--- src/rtl/hazard_pkg.sv ---
`default_nettype none
// ============================================================================
// Module   : hazard_pkg
// Purpose  : Shared definitions for the pipeline hazard controller.
//            FSM state encoding, the hard-wired zero register index, and
//            the load-use hazard decode function.
// Ports    : none (package)
// Revision : 1.0 - initial release
// ============================================================================
package hazard_pkg;

  typedef enum logic {
    RUN      = 1'b0,
    MEM_WAIT = 1'b1
  } state_t;

  localparam logic [4:0] REG_ZERO = 5'd0;

  // Load in EX whose destination feeds a source of the instruction in ID.
  // A load into $zero never creates a real dependency.
  function automatic logic load_use(input logic       mem_read,
                                    input logic [4:0] ex_rt,
                                    input logic [4:0] id_rs,
                                    input logic [4:0] id_rt);
    return mem_read && (ex_rt != REG_ZERO) &&
           ((ex_rt == id_rs) || (ex_rt == id_rt));
  endfunction

endpackage
`default_nettype wire

--- src/rtl/sat_counter.sv ---
`default_nettype none
// ============================================================================
// Module   : sat_counter
// Purpose  : W-bit up-counter that sticks at all-ones instead of wrapping.
// Ports    : clk   - clock, rising edge
//            rst_n - asynchronous active-low reset, clears count
//            en    - count this cycle
//            clear - synchronous clear, wins over en
//            count - current value
// Revision : 1.0 - initial release
// ============================================================================
module sat_counter #(
  parameter int W = 32
) (
  input  logic         clk,
  input  logic         rst_n,
  input  logic         en,
  input  logic         clear,
  output logic [W-1:0] count
);

  localparam logic [W-1:0] C_MAX = {W{1'b1}};
  localparam logic [W-1:0] C_ONE = W'(1);

  always_ff @(posedge clk or negedge rst_n) begin
    if (!rst_n) begin
      count <= '0;
    end else if (clear) begin
      count <= '0;
    end else if (en && (count != C_MAX)) begin
      count <= count + C_ONE;
    end
  end

endmodule
`default_nettype wire

--- src/rtl/hazard_ctrl.sv ---
`default_nettype none
// ============================================================================
// Module   : hazard_ctrl
// Purpose  : Pipeline sequencing controller for the 5-stage CPU.
//            Inserts a one-cycle ID/EX bubble on load-use hazards, flushes
//            IF/ID on taken branches/jumps, freezes the pipeline while data
//            memory has not acknowledged, counts stalls and flushes, and
//            flags a sticky memory timeout.
// Ports    : clk_i, rst_i (async, active-low)
//            IDEX_MemRead_i, IDEX_RTaddr_i, IFID_RSaddr_i, IFID_RTaddr_i
//                                  - load-use hazard inputs
//            Branch_i              - taken branch/jump resolved in ID
//            mem_req_i, mem_ack_i  - data memory handshake
//            PCWrite_o, IFIDWrite_o, IFIDFlush_o, IDEXFlush_o, pipe_hold_o
//                                  - combinational pipeline controls
//            stall_cnt_o, flush_cnt_o - saturating performance counters
//            timeout_err_o         - sticky memory wait timeout
// Revision : 1.0 - initial release
// ============================================================================
module hazard_ctrl #(
  parameter int CNT_W       = 32,
  parameter int MEM_TIMEOUT = 64
) (
  input  logic             clk_i,
  input  logic             rst_i,
  input  logic             IDEX_MemRead_i,
  input  logic [4:0]       IDEX_RTaddr_i,
  input  logic [4:0]       IFID_RSaddr_i,
  input  logic [4:0]       IFID_RTaddr_i,
  input  logic             Branch_i,
  input  logic             mem_req_i,
  input  logic             mem_ack_i,
  output logic             PCWrite_o,
  output logic             IFIDWrite_o,
  output logic             IFIDFlush_o,
  output logic             IDEXFlush_o,
  output logic             pipe_hold_o,
  output logic [CNT_W-1:0] stall_cnt_o,
  output logic [CNT_W-1:0] flush_cnt_o,
  output logic             timeout_err_o
);

  import hazard_pkg::*;

  // Wait counter only needs to reach MEM_TIMEOUT; it parks there afterwards.
  localparam int                WAIT_W     = $clog2(MEM_TIMEOUT + 1);
  localparam logic [WAIT_W-1:0] WAIT_LIMIT = WAIT_W'(MEM_TIMEOUT);
  localparam logic [WAIT_W-1:0] WAIT_LAST  = WAIT_W'(MEM_TIMEOUT - 1);
  localparam logic [WAIT_W-1:0] WAIT_ONE   = WAIT_W'(1);

  state_t            state;
  logic [WAIT_W-1:0] wait_cnt;
  logic              miss;
  logic              frozen;
  logic              lu;

  assign miss   = mem_req_i && !mem_ack_i;
  // The ack cycle of MEM_WAIT is not frozen: the pipeline advances in it.
  assign frozen = miss || ((state == MEM_WAIT) && !mem_ack_i);
  assign lu     = load_use(IDEX_MemRead_i, IDEX_RTaddr_i,
                           IFID_RSaddr_i, IFID_RTaddr_i);

  // Priority: freeze > branch > load-use. A branch squashes the consumer in
  // ID, so a simultaneous load-use needs no bubble.
  always_comb begin
    PCWrite_o   = 1'b1;
    IFIDWrite_o = 1'b1;
    IFIDFlush_o = 1'b0;
    IDEXFlush_o = 1'b0;
    pipe_hold_o = 1'b0;
    if (frozen) begin
      pipe_hold_o = 1'b1;
      PCWrite_o   = 1'b0;
      IFIDWrite_o = 1'b0;
    end else if (Branch_i) begin
      IFIDFlush_o = 1'b1;
    end else if (lu) begin
      PCWrite_o   = 1'b0;
      IFIDWrite_o = 1'b0;
      IDEXFlush_o = 1'b1;
    end
  end

  // FSM, wait counter and sticky timeout flag.
  always_ff @(posedge clk_i or negedge rst_i) begin
    if (!rst_i) begin
      state         <= RUN;
      wait_cnt      <= '0;
      timeout_err_o <= 1'b0;
    end else begin
      case (state)
        RUN: begin
          if (miss) begin
            state    <= MEM_WAIT;
            wait_cnt <= '0;
          end
        end
        MEM_WAIT: begin
          if (mem_ack_i) begin
            state <= RUN;
          end
          if (wait_cnt != WAIT_LIMIT) begin
            wait_cnt <= wait_cnt + WAIT_ONE;
          end
          // Flag is set on the edge where wait_cnt reaches MEM_TIMEOUT.
          if (wait_cnt == WAIT_LAST) begin
            timeout_err_o <= 1'b1;
          end
        end
      endcase
    end
  end

  sat_counter #(.W(CNT_W)) u_stall_cnt (
    .clk   (clk_i),
    .rst_n (rst_i),
    .en    (!PCWrite_o),
    .clear (1'b0),
    .count (stall_cnt_o)
  );

  sat_counter #(.W(CNT_W)) u_flush_cnt (
    .clk   (clk_i),
    .rst_n (rst_i),
    .en    (IFIDFlush_o),
    .clear (1'b0),
    .count (flush_cnt_o)
  );

endmodule
`default_nettype wire

--- config.mk ---
export PLATFORM = sky130hd
export DESIGN_NAME = hazard_ctrl
export DESIGN_NICKNAME = d
export VERILOG_FILES = /design/src/rtl/hazard_pkg.sv /design/src/rtl/sat_counter.sv /design/src/rtl/hazard_ctrl.sv
export SDC_FILE = /design/constraint.sdc
export NUM_CORES = 1
export LEC_CHECK = 0
export ABC_AREA = 0
export BUFFER_PORTS_ARGS = -buffer_cell sky130_fd_sc_hd__buf_2
export CAP_MARGIN = 0
export CORE_MARGIN = 2
export CORE_UTILIZATION = 38
export CTS_CLUSTER_DIAMETER = 200
export DETAILED_ROUTE_END_ITERATION = 12
export SLEW_MARGIN = 10
export SYNTH_ARGS = -nofsm -noshare
export SYNTH_HDL_FRONTEND = slang
export SYNTH_SLANG_ARGS = --single-unit
export TNS_END_PERCENT = 5
--- constraint.sdc ---
create_clock -name clk_i -period 2.35 [get_ports clk_i]
set_input_delay 0.235 -clock clk_i [delete_from_list [all_inputs] [get_ports clk_i]]
set_output_delay 0.235 -clock clk_i [all_outputs]
set_load 0.01 [all_outputs]
**Word level (Yosys, flattened, before mapping)**

Index checks and enable logic that the tools add are counted.

- Register bits: 73
- Output and inout bits: 70

- $add $sub $neg: 3
- Eq/ne operators: 8
- Mux-type cells: 15
- Bitwise gates (word level): 1
- Reduce and logical (&&, ||, !) cells: 13

Operator list:

| operator | number |
|---|---|
| $add 32x1->32 const B | 2 |
| $ne 32x32->1 const B | 2 |
| $mux 7 | 2 |
| $pmux 7 s2 | 1 |
| $mux 1 | 11 |
| $eq 5x5->1 | 2 |
| $add 7x1->7 const B | 1 |
| $eq 7x6->1 const B | 1 |
| $ne 7x7->1 const B | 1 |
| $logic_and 1x1->1 | 6 |
| $reduce_bool 5->1 | 1 |
| $reduce_and 2->1 | 2 |
| $logic_not 1->1 | 2 |
| $logic_or 1x1->1 | 2 |
| $ne 2x1->1 const B | 1 |
| $ne 2x2->1 const B | 1 |
| $pmux 1 s2 | 1 |
| $not 1->1 | 1 |

**Logic depth before layout (Yosys ltp)**

Gate-level depths: netlist of run 1.

- Depth after elaboration: 8
- Depth in mapped cells: 10

**By module**

A second synthesis of run 1 with hierarchy kept.

- Cell total of the unflattened synthesis: 466
- Area total of the unflattened synthesis: 4359.2 um2

Modules (own cells, without submodules):

| module | instances | cells each | area each (um2) | sequential area each (um2) |
|---|---|---|---|---|
| sat_counter | 2 | 198 | 1854.3 | 800.8 |
| hazard_ctrl | 1 | 70 | 650.6 | 225.2 |

**Worst setup path after synthesis of run 1**

OpenSTA, ideal clock, no wires.

- Path type: register -> register
- Start: register u_stall_cnt.count[0]
- End: register u_stall_cnt.count[1]
- Library setup time: 0.125 ns
- Arrival time: 2.348 ns
- Data required time: 2.225 ns
- Setup slack: -0.123 ns
- Cell stages (with the launch flop): 10
- Cells stage by stage: dfrtp_1 ha_1 nand2_1 or3_1 buf_6 or4_4 nand3_2 buf_6 buf_12 mux2_4

- Word-level cells in the longest chain between the ends: 2
- Elaborated cells on any way between the ends: 3
- Those cells by class: 1 x add/sub; 1 x eq/ne; 1 x reduce/logical

RTL lines:

| element | RTL line | source |
|---|---|---|
| start, declared | sat_counter.sv:19 | `output logic [W-1:0] count` |
| start signal, assigned | sat_counter.sv:31 | `count <= count + C_ONE;` |
| parallel branches: the longest is 2 deep, another holds $add 32x1->32 | n/a |  |

Several ways; the timed one is not identified.
A chain may end at the register's enable or synchronous reset.

**Worst setup path in the final report of run 1**

- Start: register u_stall_cnt.count[6]
- End: register u_stall_cnt.count[1]

- Word-level cells in the longest chain between the ends: 2

RTL lines:

| element | RTL line | source |
|---|---|---|
| $ne 32x32->1 | sat_counter.sv:30 | `end else if (en && (count != C_MAX)) begin` |
| $logic_and 1x1->1 | sat_counter.sv:30 |  |

No other way between the ends.

==> impl_metrics.py, run 1 <==
metrics = {
    "outcome": {
        "status": "complete, no violations",
    },
    "yosys": {
        "synth-seq-area-share_pct": 49.2,
        "synth_top_area_share_pct": 49.2,
        "synth_nets": 383,
        "synth_warnings": 0,
        "dominantRegCellSynth": "dfrtp_1",
        "ys_seq_elements": 73,
        "yosys.cell_count.top_type": "dfrtp_1",
        "synth_area_per_cell_sq_um": 10.4,
        "yosysTopAreaCell": "dfrtp_1",
        "ys_types": 39,
        "synth_area_sq_um": 3710,
        "async_flop_share_pct": 100,
        "synth_cells": 358,
        "synth_edf_count": 0,
        "ys_top_cells_by_count": "dfrtp_1 (73), xnor2_1 (41), nand2_1 (37), xor2_1 (33), nand3_1 (27)",
        "yosys-top-cells-area": "dfrtp_1 (49%), xnor2_1 (9.7%), xor2_1 (7.8%)",
    },
    "critical_path": {
        "critPathLaunchType": "flop",
        "required_ns": 2.58,
        "r2r-end": "u_stall_cnt.count[1]",
        "cp-end-kind": "flop",
        "crit_type": "reg2reg",
        "reg2reg_from": "u_stall_cnt.count[6]",
        "r2r_setup_slack_ns": 0.13,
        "cp.arrival_ns": 2.46,
        "rr_worst_depth": 6,
        "path_max_fanout": 23,
    },
    "sta": {
        "period_needed_ns": 2.22,
        "fin_skew_ns": 0.00953,
        "setup_slack_ns": 0.126,
        "fmax_mhz": 450,
        "setup_viol": 0,
        "final_hold_viol_count": 0,
        "tightest_slew_ns": 0.871,
        "setup_tns_ns": 0,
        "report.final.slew_viol_count": 0,
        "fin_crit_sh_pct": 94.6,
        "slew_headroom_pct": 41.8,
    },
    "cts": {
        "path_clk_slew_ns": 0.08,
        "clock_path_buffers": 2,
        "htreeDepth": 3,
        "insertion_delay_ns": 0.35,
        "cts_sinks": 73,
        "cts_setup_buffers": 0,
        "numCtsBuffers": 9,
        "cts_tree": "done",
        "clockRootBuffer": "clkbuf_8",
    },
    "detailed_routing": {
        "ant_nets": 0,
        "drtPass1Iterations": 4,
        "drc_errors": 0,
        "wirelength_mm": 8.68,
        "viasPerCell": 4.86,
        "drtIter0Drc": 139,
        "vias": 2998,
        "drt-wirelength-per-cell_um": 14.1,
    },
    "die": {
        "dieArea_sq_um": 10600,
        "start_util_pct": 38.5,
        "rows": 36,
        "dieHeight_um": 103,
        "die_x_um": 103,
        "design.core.area_sq_um": 9640,
        "ios": 91,
    },
    "place": {
        "place_area_sq_um": 4480,
        "pre_cts_ws_ns": 0.00892,
        "hpwl_mm": 6.38,
        "numPortBuffers": 90,
        "gp_congestion": 0.788,
    },
    "layout": {
        "final_area_sq_um": 4700,
        "syn_to_final_growth_pct": 26.7,
        "drive_above_1_share_pct": 32.9,
        "fin_nets": 504,
        "antenna_cells": 0,
        "post-route-util_pct": 48.8,
    },
    "pwr": {
        "ir_drop_mv": 0.543,
        "p_per_area_nw_per_um2": 670,
        "total_power_mw": 3.15,
        "power.leakage_nw": 2.34,
    },
    "hold_path": {
        "hp-class": "in2reg",
        "hold_depth": 3,
        "hold_start": "mem_ack_i",
        "min_to": "wait_cnt[4]",
    },
    "global_routing": {
        "first_global_vias": 2892,
        "antenna_found_initial": 0,
        "groute.usage.overall_pct": 17.5,
        "grt_max_degree": 39,
        "grt_pass1_wl_mm": 14.2,
        "overflow": 0,
    },
    "job": {
        "cap_violations": 0,
    },
}
==> stage by stage <==
| stage | hold WS (ns) | std cells |
|---|---|---|
| after floorplan | -0.0606 | 358 |
| after global placement | 0.311 | 600 |
| after detailed placement | 0.319 | 600 |
| after CTS | 0.234 | 617 |
| after global routing | 0.252 | 617 |
| final | 0.250 | 617 |
==> layout by cell type, fill, tap and decap left out, types with 5 or more instances in the layout <==
cell type | Yosys | layout
clkbuf_8 | 0 | 13
nor3_2 | 8 | 9
nand3_1 | 27 | 27
nor4_1 | 10 | 8
or3_1 | 5 | 5
xnor2_1 | 41 | 41
nand2_1 | 37 | 37
nor2_1 | 26 | 26
buf_4 | 1 | 25
inv_1 | 13 | 13
buf_2 | 2 | 90
xor2_1 | 33 | 33
and3_1 | 6 | 6
nor3_1 | 13 | 12
dfrtp_1 | 73 | 69
nand4_1 | 19 | 19
==> cell families after synthesis <==
kind of cell	share of synthesized area (%)
flops	49.2
fa+ha+maj	1.35
mux	0.674
simple gates	26.1
compound gates	1.75
buf+inv	3.47
xor+xnor	17.5
==> critical path, stage by stage, from the launching register on <==
cell	delay, ns
dfrtp_2	0.36
nand4_1	0.15
or3_1	0.45
or4_4	0.51
nand3_2	0.13
buf_12	0.18
mux2_4	0.31
==> final cells by class <==
cell class,count,area [sq um]
fill,926,4940
sequential,73,1830
multi-input combinational,265,1790
timing repair buffer,117,668
clock buffer,15,186
tap,133,166
inverter,13,48.8
clock inverter,1,7.51
==> timing repair <==
item | 4_1_cts | 5_1_grt
pin swaps | 0 | 0
endpoints found under the setup margin | 1 | 17
hold buffers | 1 | 0
resized for setup | 1 | 4
hold endpoints to repair | 73 | 0
==> per-layer routing <==
metal / vias up / share of wire (%) / GRT usage (%)
met5: - / 0 / 0
met4: 0 / 1.5 / 5.67
met3: 8 / 4.3 / 5.63
met2: 57 / 47 / 26.7
met1: 1467 / 47 / 23.7
li1: 1466 / - / -
==> how the worst max path moves through the flow <==
stage / start / endpoint
2_1_floorplan: u_stall_cnt.count[0] / u_stall_cnt.count[1]
3_5_place_dp: u_stall_cnt.count[6] / u_stall_cnt.count[28]
5_1_grt: u_stall_cnt.count[19] / u_stall_cnt.count[29]
4_1_cts: u_stall_cnt.count[1] / u_stall_cnt.count[28]
6_report: u_stall_cnt.count[6] / u_stall_cnt.count[1]
3_3_place_gp: u_stall_cnt.count[6] / u_stall_cnt.count[28]
==> registers in the layout (all words and copies together) (netlist names) <==
name and cells:
u_flush_cnt.count 32, u_stall_cnt.count 32, wait_cnt 7, state 1
timeout_err_o 1
==> report_power, final <==
part | total [mW] | switching, mW | internal [mW]
sequential | 1.52 | 0.144 | 1.38
clock | 0.966 | 0.464 | 0.501
combinational | 0.661 | 0.352 | 0.308
total | 3.15 | 0.961 | 2.19
No activity file was read; power rests on OpenSTA's default activity.
==> run 2: changes to the inputs <==
Settings changed: PLACE_DENSITY_LB_ADDON set to 0.15.
Clock period 2.35 ns to 2.6 ns, I/O delays scaled along.
==> impl_metrics.py, run 2 (synthesized netlist as in run 1, its figures left out) <==
metrics = {
    "outcome": {
        "status": "complete, no violations",
    },
    "cts": {
        "cts_setup_buffers": 0,
        "insertion_delay_ns": 0.34,
        "clockRootBuffer": "clkbuf_8",
        "htreeDepth": 3,
        "path_clk_slew_ns": 0.08,
        "numCtsBuffers": 9,
        "cts_tree": "done",
        "cts_sinks": 73,
        "clock_path_buffers": 2,
    },
    "sta": {
        "fin_crit_sh_pct": 92.8,
        "setup_slack_ns": 0.188,
        "fmax_mhz": 415,
        "fin_skew_ns": 0.00745,
        "slew_headroom_pct": 45.7,
        "report.final.slew_viol_count": 0,
        "setup_viol": 0,
        "setup_tns_ns": 0,
        "final_hold_viol_count": 0,
        "period_needed_ns": 2.41,
        "tightest_slew_ns": 0.812,
        "rsz0062_at_grt": "false",
        "timing.hold.ws_ns": 0.281,
    },
    "die": {
        "dieArea_sq_um": 10600,
        "design.core.area_sq_um": 9640,
        "rows": 36,
        "die_x_um": 103,
        "start_util_pct": 38.5,
        "dieHeight_um": 103,
        "ios": 91,
    },
    "layout": {
        "reg_top3": "u_flush_cnt.count: 32 flops, u_stall_cnt.count: 32 flops, wait_cnt: 7 flops",
        "drive_above_1_share_pct": 29.7,
        "post-route-util_pct": 48.3,
        "final_common_cell": "buf_2",
        "syn_to_final_growth_pct": 25.3,
        "fin_nets": 491,
        "seq_area_sq_um": 1830,
        "final_area_sq_um": 4650,
        "antenna_cells": 0,
        "stdcell_count": 604,
        "mostFrequentLayoutCells": "buf_2 (90), dfrtp_1 (73), xnor2_1 (41)",
        "n_fill_cell": 952,
        "multiInputGateArea_sq_um": 1760,
    },
    "critical_path": {
        "worstPathCellList": "nand4_4 -> or3_1 -> or4_4 -> nand3_2 -> buf_4 -> mux2_4",
        "crit_family": "simple AND/OR/NAND/NOR gates",
        "cp-end-kind": "flop",
        "max_stage_delay_ns": 0.50,
        "path_max_fanout": 17,
        "required_ns": 2.82,
        "crit_start": "u_stall_cnt.count[10]",
        "cp.arrival_ns": 2.63,
        "crit_buf_inv": 1,
        "reg2reg_from": "u_stall_cnt.count[10]",
        "critPathLaunchType": "flop",
        "crit_type": "reg2reg",
        "slowest_stage": "or3_1",
    },
    "place": {
        "pre_cts_ws_ns": 0.126,
        "numPortBuffers": 90,
        "place_area_sq_um": 4360,
        "hpwl_mm": 6.17,
        "numPlacedInstances": 587,
        "gp_congestion": 0.765,
    },
    "pwr": {
        "ir_drop_mv": 0.389,
        "power.leakage_nw": 2.33,
        "total_power_mw": 3.11,
        "p_per_area_nw_per_um2": 669,
    },
    "detailed_routing": {
        "drc_errors": 0,
        "vias": 2932,
        "drtIter0Drc": 155,
        "viasPerCell": 4.85,
        "wirelength_mm": 8.39,
        "drtPass1Iterations": 4,
        "drt-wirelength-per-cell_um": 13.9,
        "ant_nets": 0,
    },
    "global_routing": {
        "first_global_vias": 2834,
        "grt_max_degree": 74,
        "grt_pass1_wl_mm": 14.2,
        "groute.usage.overall_pct": 17.2,
        "overflow": 0,
        "antenna_found_initial": 0,
    },
    "hold_path": {
        "hold_start": "mem_ack_i",
        "hp-class": "in2reg",
    },
    "job": {
        "cap_violations": 0,
    },
}
[run 2: cell types whose count changed in the layout (fill, tap and decap cells not counted), moves of 2 or more]
cell,delta
buf_4,-13
bufinv_16,+4
dfrtp_1,+4
dfrtp_2,-4
clkbuf_1,-2
clkbuf_8,-2
nor4_1,+2
nor4_2,-2
[run 2: worst min-delay path, delay by kind of cell]
family        cells  cell delay (ns)
buf+inv           1             0.09
simple gates      2             0.23
[run 2: path summary, 6_finish.rpt]
path	end	slack, ns	cells after the start
max	u_stall_cnt.count[1]	0.19	6
min	wait_cnt[4]	0.28	3
max reg2reg	u_stall_cnt.count[1]	0.19	6
min reg2reg	timeout_err_o	0.48	1
max in group asynchronous	u_flush_cnt.count[7]	1.79	3
min in group asynchronous	u_flush_cnt.count[25]	0.46	3
[run 2: timing repair]
| item | in CTS | in global routing |
|---|---|---|
| endpoints found under the hold margin | 73 | 0 |
| resized for setup | 0 | 1 |
| setup endpoints to repair | 0 | 8 |
| hold buffers | 1 | 0 |
[run 2: final cells by class]
class | count | share of cell area, %
clock buffer | 11 | 3.25
clock inverter | 5 | 2.69
inverter | 13 | 1.05
multi-input combinational | 265 | 37.9
timing repair buffer | 104 | 12.3
sequential | 73 | 39.3
tap | 133 | 3.58
[run 2: metal layers]
metal  up-vias  GRT usage, %  share of wire [%]  routed length, um
met2        56          24.8                 45               3760
met5         -             0                  0                  0
li1       1453             -                  -                  -
met4         0          5.26               0.77                 65
met1      1416          24.9                 49               4100
met3         7          5.36                5.5                462
[run 2: power by group]
| group | total, mW | switching (mW) | internal [mW] |
|---|---|---|---|
| Clock | 1.21 | 0.420 | 0.786 |
| Sequential | 1.37 | 0.126 | 1.24 |
| Combinational | 0.541 | 0.295 | 0.245 |
==> run 3: changes to the inputs <==
==> constraint.sdc (replaced) <==
create_clock -name clk_i -period 2.6 [get_ports clk_i]
set_input_delay 0.39 -clock clk_i [delete_from_list [all_inputs] [get_ports clk_i]]
set_output_delay 0.39 -clock clk_i [all_outputs]
set_load 0.01 [all_outputs]
==> impl_metrics.py, run 3 (synthesized netlist as in run 1, its figures left out) <==
metrics = {
    "cts": {
        "cts_setup_buffers": 0,
        "cts_hold_buf": 0,
        "cts_tree": "done",
        "cts_sinks": 73,
        "clockRootBuffer": "clkbuf_8",
        "clock_path_buffers": 2,
        "numCtsBuffers": 9,
        "insertion_delay_ns": 0.35,
        "path_clk_slew_ns": 0.07,
        "htreeDepth": 3,
        "cts_resized": 0,
    },
    "detailed_routing": {
        "drc_errors": 0,
        "ant_nets": 0,
        "vias": 2895,
        "viasPerCell": 4.80,
        "drt-wirelength-per-cell_um": 13.8,
        "wirelength_mm": 8.34,
        "drtPass1Iterations": 4,
        "drtIter0Drc": 77,
    },
    "global_routing": {
        "grt_pass1_wl_mm": 13.8,
        "groute.usage.overall_pct": 17.1,
        "overflow": 0,
        "antenna_found_initial": 0,
        "first_global_vias": 2797,
        "grt_max_degree": 74,
    },
    "critical_path": {
        "r2r_setup_slack_ns": 0.20,
        "rr_worst_depth": 6,
        "path_max_fanout": 17,
        "cp-end-kind": "flop",
        "critPathLaunchType": "flop",
        "reg2reg_from": "u_stall_cnt.count[3]",
        "required_ns": 2.83,
        "crit_type": "reg2reg",
        "crit_start": "u_stall_cnt.count[3]",
        "cp.arrival_ns": 2.63,
        "r2r-end": "u_stall_cnt.count[1]",
    },
    "die": {
        "start_util_pct": 38.5,
        "rows": 36,
        "dieHeight_um": 103,
        "ios": 91,
        "design.core.area_sq_um": 9640,
        "dieArea_sq_um": 10600,
        "die_x_um": 103,
    },
    "pwr": {
        "ir_drop_mv": 0.339,
        "power.leakage_nw": 2.27,
        "p_per_area_nw_per_um2": 589,
    },
    "layout": {
        "multiInputGateArea_sq_um": 1760,
        "antenna_cells": 0,
        "syn_to_final_growth_pct": 21.7,
        "seq_area_sq_um": 1830,
        "mostFrequentLayoutCells": "buf_2 (90), dfrtp_1 (73), xnor2_1 (41)",
        "reg_top3": "u_flush_cnt.count: 32 flops, u_stall_cnt.count: 32 flops, wait_cnt: 7 flops",
        "n_fill_cell": 970,
        "final_common_cell": "buf_2",
        "drive_above_1_share_pct": 29.1,
        "post-route-util_pct": 46.9,
        "fin_nets": 490,
    },
    "sta": {
        "report.final.slew_viol_count": 0,
        "setup_viol": 0,
        "tightest_slew_ns": 0.847,
        "setup_tns_ns": 0,
        "slew_headroom_pct": 43.4,
        "fin_crit_sh_pct": 92.3,
        "fmax_mhz": 417,
        "final_hold_viol_count": 0,
        "period_needed_ns": 2.40,
        "fin_skew_ns": 0.0112,
        "rsz0062_at_grt": "false",
    },
    "job": {
        "cap_violations": 0,
    },
    "place": {
        "gp_congestion": 0.773,
        "hpwl_mm": 6.09,
        "numPortBuffers": 90,
    },
    "hold_path": {
        "hp-class": "in2async",
    },
    "outcome": {
        "status": "complete, no violations",
    },
}
## run 3: cell count changes in the layout (fill, tap and decap cells not counted)
| cell | change |
|---|---|
| bufinv_16 | -4 |
| clkbuf_1 | +3 |
| clkinv_2 | +3 |
| clkbuf_8 | -2 |
| dlygate4sd3_1 | -1 |
## run 3: power by group
part / switching [mW] / total [mW] / leakage, nW / internal, mW
clock: 0.415 / 0.756 / 0.0839 / 0.341
sequential: 0.129 / 1.37 / 0.967 / 1.24
combinational: 0.289 / 0.534 / 1.22 / 0.245
total: 0.833 / 2.66 / 2.27 / 1.83
## run 3: how the worst max path moves through the flow
stage,end,slack (ns)
2_1_floorplan,u_stall_cnt.count[1],0.13
3_3_place_gp,u_stall_cnt.count[1],0.21
3_5_place_dp,u_stall_cnt.count[1],0.14
4_1_cts,u_stall_cnt.count[1],0.12
5_1_grt,u_stall_cnt.count[1],0.07
6_report,u_stall_cnt.count[1],0.20
## run 3: layout make-up
type	instances	share of cell area [%]
Timing Repair Buffer	103	12.4
Multi-Input combinational cell	265	39.0
Sequential cell	73	40.4
Inverter	13	1.08
Clock inverter	4	0.443
Clock buffer	12	2.99
Tap cell	133	3.68
## run 3: critical path, stage by stage (launching register included)
cell	delay, ns
dfrtp_1	0.47
nand3_2	0.18
or3_4	0.45
or4_4	0.51
nand3_2	0.11
buf_4	0.25
mux2_4	0.32
## run 3: metal layers
metal | global-route usage [%] | up-vias | wire length, um
met1 | 23.7 | 1394 | 4090
li1 | - | 1440 | -
met5 | 0 | - | 0
met4 | 6.28 | 0 | 144
met2 | 24.6 | 48 | 3610
met3 | 6.03 | 13 | 495
## run 3: through the flow
| stage | hold slack [ns] | setup slack [ns] | power (mW) | cell area (sq um) | std cells |
|---|---|---|---|---|---|
| CTS | 0.0787 | 0.121 | 2.70 | 4520 | 603 |
| floorplan | 0.0944 | 0.127 | 1.69 | 3710 | 358 |
| detailed placement | 0.451 | 0.137 | 1.93 | 4360 | 587 |
| finish | 0.0409 | 0.201 | 2.66 | 4520 | 603 |
| global placement | 0.449 | 0.205 | 1.93 | 4360 | 587 |
| global route | 0.0954 | 0.0701 | 2.83 | 4520 | 603 |
